**src/rtl/mc_main_ctrl.sv**
```systemverilog
// rtl/mc_main_ctrl.sv - multi-cycle RV32I subset main control FSM
module mc_main_ctrl #(
    parameter int STATE_W = 4
) (
    input  logic               clk,
    input  logic               rst_n,
    input  logic [6:0]         op,
    input  logic               zero,
    input  logic               mem_ready,
    output logic [1:0]         alu_op,
    output logic [1:0]         alu_src_a,
    output logic [1:0]         alu_src_b,
    output logic [1:0]         result_src,
    output logic [1:0]         imm_src,
    output logic               adr_src,
    output logic               ir_write,
    output logic               pc_write,
    output logic               mem_write,
    output logic               reg_write,
    output logic               illegal,
    output logic [STATE_W-1:0] state
);

    localparam logic [6:0] OP_LW  = 7'b0000011;
    localparam logic [6:0] OP_SW  = 7'b0100011;
    localparam logic [6:0] OP_R   = 7'b0110011;
    localparam logic [6:0] OP_I   = 7'b0010011;
    localparam logic [6:0] OP_BEQ = 7'b1100011;
    localparam logic [6:0] OP_JAL = 7'b1101111;

    // Enumeration order fixes the encoding: FETCH=0 .. JAL=10, TRAP=11.
    typedef enum logic [STATE_W-1:0] {
        S_FETCH, S_DECODE, S_MEMADR, S_MEMREAD, S_MEMWB, S_MEMWRITE,
        S_EXECR, S_EXECI, S_ALUWB, S_BEQ, S_JAL, S_TRAP
    } state_t;

    state_t state_q, state_d;
    logic   ir_w, pc_update, branch, mem_w, reg_w;

    always_ff @(posedge clk or negedge rst_n) begin
        if (!rst_n) state_q <= S_FETCH;
        else        state_q <= state_d;
    end

    always_comb begin
        state_d    = state_q;
        alu_op     = 2'b00;
        alu_src_a  = 2'b00;
        alu_src_b  = 2'b00;
        result_src = 2'b00;
        adr_src    = 1'b0;
        ir_w       = 1'b0;
        pc_update  = 1'b0;
        branch     = 1'b0;
        mem_w      = 1'b0;
        reg_w      = 1'b0;
        case (state_q)
            S_FETCH: begin
                alu_src_b  = 2'b10;
                result_src = 2'b10;
                ir_w       = mem_ready;
                pc_update  = mem_ready;
                if (mem_ready) state_d = S_DECODE;
            end
            S_DECODE: begin
                alu_src_a = 2'b01;
                alu_src_b = 2'b01;
                case (op)
                    OP_LW, OP_SW: state_d = S_MEMADR;
                    OP_R:         state_d = S_EXECR;
                    OP_I:         state_d = S_EXECI;
                    OP_BEQ:       state_d = S_BEQ;
                    OP_JAL:       state_d = S_JAL;
                    default:      state_d = S_TRAP;
                endcase
            end
            S_MEMADR: begin
                alu_src_a = 2'b10;
                alu_src_b = 2'b01;
                state_d   = (op == OP_LW) ? S_MEMREAD : S_MEMWRITE;
            end
            S_MEMREAD: begin
                adr_src = 1'b1;
                if (mem_ready) state_d = S_MEMWB;
            end
            S_MEMWB: begin
                result_src = 2'b01;
                reg_w      = 1'b1;
                state_d    = S_FETCH;
            end
            S_MEMWRITE: begin
                adr_src = 1'b1;
                mem_w   = 1'b1;
                if (mem_ready) state_d = S_FETCH;
            end
            S_EXECR: begin
                alu_src_a = 2'b10;
                alu_op    = 2'b10;
                state_d   = S_ALUWB;
            end
            S_EXECI: begin
                alu_src_a = 2'b10;
                alu_src_b = 2'b01;
                alu_op    = 2'b10;
                state_d   = S_ALUWB;
            end
            S_ALUWB: begin
                reg_w   = 1'b1;
                state_d = S_FETCH;
            end
            S_BEQ: begin
                alu_src_a = 2'b10;
                alu_op    = 2'b01;
                branch    = 1'b1;
                state_d   = S_FETCH;
            end
            S_JAL: begin
                alu_src_a = 2'b01;
                alu_src_b = 2'b10;
                pc_update = 1'b1;
                state_d   = S_ALUWB;
            end
            default: state_d = S_TRAP;
        endcase
    end

    always_comb begin
        case (op)
            OP_SW:   imm_src = 2'b01;
            OP_BEQ:  imm_src = 2'b10;
            OP_JAL:  imm_src = 2'b11;
            default: imm_src = 2'b00;
        endcase
    end

    // Strobes are gated by rst_n so nothing fires while reset is held.
    assign ir_write  = ir_w & rst_n;
    assign pc_write  = (pc_update | (branch & zero)) & rst_n;
    assign mem_write = mem_w & rst_n;
    assign reg_write = reg_w & rst_n;
    assign illegal   = (state_q == S_TRAP);
    assign state     = state_q;

endmodule

```
**config.mk**
```make
export PLATFORM = sky130hd
export DESIGN_NAME = mc_main_ctrl
export DESIGN_NICKNAME = d
export VERILOG_FILES = /design/src/rtl/mc_main_ctrl.sv
export SDC_FILE = /design/constraint.sdc
export NUM_CORES = 1
export LEC_CHECK = 0
export BUFFER_PORTS_ARGS = -buffer_cell sky130_fd_sc_hd__buf_2
export CAP_MARGIN = 20
export CORE_AREA = 4 4 41 43
export CTS_BUF_LIST = sky130_fd_sc_hd__clkbuf_8
export DETAILED_ROUTE_END_ITERATION = 16
export DIE_AREA = 0 0 45 47
export PLACE_DENSITY = 0.76
export RECOVER_POWER = 25
export REMOVE_ABC_BUFFERS = 1
export SYNTH_ARGS = -nofsm -noshare
export SYNTH_HDL_FRONTEND = slang
export SYNTH_SLANG_ARGS = --single-unit
```
**constraint.sdc**
```tcl
create_clock -name clk -period 2.2 [get_ports clk]
set_input_delay 0.11 -clock clk [delete_from_list [all_inputs] [get_ports clk]]
set_output_delay 0.11 -clock clk [all_outputs]
set_load 0.02 [all_outputs]
```
Word level (Yosys, flattened, before mapping)
Cells that the tools add are included.

cells by class
  reduce and logical (&&, ||, !) cells = 12
  eq/ne operators = 20
  bitwise gates (word level) = 6
  multiplexer cells = 17

operators with widths
  operator                                                          count
  4-bit one-hot mux with 7 select lines                             1
  4-bit one-hot mux with 5 select lines                             1
  4-bit by 3-bit == test with 1-bit output (second input constant)  4
  4-bit == test (second input constant)                             4
  2-bit one-hot mux with 2 select lines                             4
  7-bit by 6-bit == test with 1-bit output (second input constant)  2
  7-bit == test (second input constant)                             2
  4-bit 2-to-1 mux                                                  3
  2-bit OR reduction                                                6
  3-bit OR reduction                                                3
  4-bit by 2-bit == test with 1-bit output (second input constant)  2
  7-bit by 2-bit == test with 1-bit output (second input constant)  1
  7-bit by 5-bit == test with 1-bit output (second input constant)  1
  2-bit != test (second input constant)                             3
  2-bit one-hot mux with 3 select lines                             1
  1-bit AND                                                         5
  1-bit 2-to-1 mux                                                  5
  4-bit by 1-bit == test with 1-bit output (second input constant)  1
  4-bit zero test                                                   1
  4-bit OR reduction                                                1
  3-bit 2-to-1 mux                                                  1
  3-bit AND reduction                                               1
  1-bit one-hot mux with 2 select lines                             1
  1-bit OR                                                          1

word-level totals
  bits of input ports = 11
  bits in registers = 4
  output and inout port bits = 20

Depth between registers and ports, before layout
  word-level depth = 5
  depth in mapped cells = 5
  mapped depth without buffers = 4

Worst setup path after synthesis
OpenSTA, ideal clock, no wires.

  path type = reg2out
  start = register state_q[0] (netlist: state[0])
  end = output ir_write
  path buffers = 1
  required time = 2.090 ns
  arrival time = 1.847 ns
  slack = 0.243 ns
  stages on the path, launching flop included = 4
  path through = dfrtp_1 buf_4 nor4_1 and3_1

on the way
  cells in the longest elaborated chain, start to end = 3

RTL lines
  what                      line  text
  start: declaration        37    state_t state_q, state_d;
  start signal: assignment  42    else state_q <= state_d;
  4-bit zero test           57    case (state_q)
  1-bit 2-to-1 mux          57
  1-bit AND                 137   assign ir_write = ir_w & rst_n;
  end: declaration          16    output logic ir_write,

No other way between the ends.

Worst setup path in the final report
  start = register state_q[3] (netlist: state[3])
  end = output pc_write

on the way
  cells in the longest elaborated chain, start to end = 5

RTL lines
  what              line  text
  4-bit == test     57
  1-bit 2-to-1 mux  57
  1-bit AND         138   assign pc_write = (pc_update | (branch & zero)) & rst_n;
  1-bit OR (*)      138
  1-bit AND (*)     138
  end: declaration  17    output logic pc_write,

Mark *: on every way between the ends. The rest lies on a longest branch, timed or not.

==> metrics.md <==
| Metric | Value |
|---|---|
| Final Non-Filler Cells | 123 |
| Synth Warn # | 0 |
| Cell Area, Synth | 553 um^2 |
| FF+latch count, synth | 4 |
| Grt ovf | 0 |
| Area Growth Syn to Fin | 37.1% |
| Post-DR wirelength/cell | 13.3 um |
| Number of nets with antenna violations after routing | 0 |
| H-Tree Depth | 1 |
| Clock tree sinks | 4 |
| Setup Buffers After CTS | 0 |
| Status | finished, final reports clean |
| Initial Utilization | 0.425 |
| RSZ-0062 raised after global routing | no |
| First-pass GRT wire length | 2690 um |
| IO Count | 31 |
| Largest register FFs | 4 |
| Crit path arrival time | 1740 ps |
| Dpl cells | 119 |
| Final count of negative-setup-slack endpoints | 0 |
| FP Rows | 13 |
| Tcrit/Tclk final | 0.842 |
| Root buf cell | clkbuf_8 |
| Register area share after synthesis | 0.181 |
| Clk_lat worst skew | 210 ps |
| PortBufs | 30 |
| Final core utilization | 0.583 |
| Hold Path Class | input port to register |
| Initial antenna violation count | 0 |
| CTS Buf Count | 3 |
| Die H | 47 um |
| Final hold viol count | 0 |
| CP Capture Type | primary output |
| PD cells | 1500 nW/um^2 |
| Die area | 2120 um^2 |
| Core ar. | 1300 um^2 |
| Worst Tran Pin Value | 483 ps |
| MaxCap Viol Count | 0 |
| Syn Area/Cell | 7.28 um^2 |
| Final GP Congestion | 0.930 |
| CP Launch Type | register |
| CTS tree | built |
| Fin Hold WS | 249 ps |
| Die X-Extent | 45 um |
| Final WL | 1630 um |
| Via-per-instance ratio | 5.59 |
| Nets@finish | 121 |
| Max Fanout on Critical Path | 9 |
| Fin crit period | 1850 ps |
| Clock skew | 0.108 ps |
| CP required | 2090 ps |
| Final slew viol count | 0 |
| Share of cells above drive strength 1 | 0.333 |
| Synthesized instance count | 76 |
| Global-route usage over all layers | 0.171 |
| DRC violations left | 0 |
| Post-DP HPWL | 1250 um |
| CTS clock-pin slew for the worst setup and hold paths | 30 ps |
| Max transition margin | 0.678 |
| Vias in the first global route | 601 |
| Drt first pass iters | 5 |
| Iter 0 DRT Violations | 17 |
| Peak VDD IR | 0.000864 V |
| Worst setup path class | register to primary output |
| Largest net degree at the start of global routing | 17 |
| DR vias | 688 |
| Setup TNS | 0 ps |
| Library cells used by synthesis | 36 |
| Lkg Pwr | 0.366 nW |
| Clock Path Buffers | 2 |
| # diodes | 0 |
| Maximum achievable frequency | 540 MHz |
## critical path, cell delays in order (launching register included)
cell	delay (ps)
dfrtp_1	510
clkbuf_1	330
nand2_1	120
a21oi_1	150
a31oi_1	50
nor3b_1	180
buf_2	190
## kinds of logic (layout without fill, tap and decap cells)
family / Yosys count / after routing / share of synthesized area
AOI/OAI and AO/OA: 18 / 18 / 0.235
and+or+nand+nor: 41 / 41 / 0.425
muxes: 1 / 1 / 0.0204
xor gates and xnor gates: 4 / 4 / 0.0634
DFF: 4 / 4 / 0.181
buffers and inverters: 8 / 40 / 0.0747
## layer usage
metal | routed length [um] | up-vias | track usage
met1 | 706 | 316 | 0.229
li1 | - | 347 | -
met4 | 10 | 0 | 0.0702
met5 | 0 | - | 0
met3 | 109 | 2 | 0.0383
met2 | 805 | 23 | 0.266
## per-stage QoR
| step | cell area, um^2 | power (mW) | worst slack [ps] |
|---|---|---|---|
| 6_report | 758 | 1.14 | 348 |
| 5_1_grt | 758 | 1.24 | 206 |
| 4_1_cts | 766 | 1.16 | 398 |
| 3_5_place_dp | 714 | 0.995 | 506 |
| 3_3_place_gp | 714 | 0.982 | 529 |
| 2_1_floorplan | 523 | 0.724 | 233 |
## cell usage in the layout, fill, tap and decap left out, types with 2 or more instances in the layout
cell,netlist,layout
buf_2,0,27
nor2b_1,4,4
buf_4,1,2
clkbuf_1,3,4
inv_1,3,3
o21ai_0,2,2
xnor2_1,2,2
nand2_1,5,5
a21oi_1,2,2
nor3_1,2,2
a22o_1,2,2
and3_1,2,2
clkbuf_8,0,3
nand3_1,2,2
nand2b_1,4,4
o41ai_1,2,2
nor3b_1,4,4
a31oi_1,2,2
nor2_1,10,10
xor2_1,2,2
dfrtp_1,4,4
o22ai_1,2,2
## final timing paths
kind | startpoint | to | slack [ps] | depth (start not counted)
setup / recovery | state[3] | pc_write | 350 | 6
max in group asynchronous | rst_n | state[3] | 1650 | 2
setup reg to reg | state[0] | state[2] | 640 | 3
hold / removal | op[4] | state[1] | 250 | 3
hold reg to reg | state[1] | state[3] | 760 | 1
min in group asynchronous | rst_n | state[0] | 300 | 2
## repair_timing
item | in CTS | in global routing
hold buffers | 1 | 0
hold endpoints to repair | 4 | 0
gates resized for setup | 0 | 0
endpoints found under the setup margin | 0 | 0
## Yosys cell counts
| library cell | count | area (um^2) |
|---|---|---|
| a211oi_1 | 1 | 7.51 |
| a21oi_1 | 2 | 10.0 |
| a22o_1 | 2 | 17.5 |
| a31oi_1 | 2 | 12.5 |
| a32o_1 | 1 | 10.0 |
| and2_1 | 1 | 6.26 |
| and3_1 | 2 | 12.5 |
| buf_4 | 1 | 7.51 |
| buf_6 | 1 | 11.3 |
| clkbuf_1 | 3 | 11.3 |
| dfrtp_1 | 4 | 100 |
| inv_1 | 3 | 11.3 |
| mux2_2 | 1 | 11.3 |
| nand2_1 | 5 | 18.8 |
| nand2b_1 | 4 | 25.0 |
| nand3_1 | 2 | 10.0 |
| nand3b_1 | 1 | 7.51 |
| nor2_1 | 10 | 37.5 |
| nor2b_1 | 4 | 25.0 |
| nor3_1 | 2 | 10.0 |
| nor3b_1 | 4 | 30.0 |
| nor4_1 | 1 | 6.26 |
| nor4b_1 | 1 | 8.76 |
| o211ai_1 | 1 | 7.51 |
| o21a_1 | 1 | 7.51 |
| o21ai_0 | 2 | 10.0 |
| o22a_2 | 1 | 10.0 |
| o22ai_1 | 2 | 12.5 |
| o31ai_1 | 1 | 7.51 |
| o41ai_1 | 2 | 17.5 |
| or3_1 | 1 | 6.26 |
| or3_4 | 1 | 11.3 |
| or3b_1 | 1 | 8.76 |
| or4_4 | 1 | 11.3 |
| xnor2_1 | 2 | 17.5 |
| xor2_1 | 2 | 17.5 |
## report_power, final
part           switching, mW  internal (mW)
Clock                 0.0358          0.116
Combinational          0.466          0.313
Sequential            0.0958          0.109
Total                  0.597          0.539
## area by class of cell
cell class	count	area, um^2
clock buffer	3	41.3
tap	15	18.8
timing repair buffer	34	175
fill	131	543
sequential	4	100
multi-input combinational	64	412
inverter	3	11.3
Power figures use the tool's default switching activity.
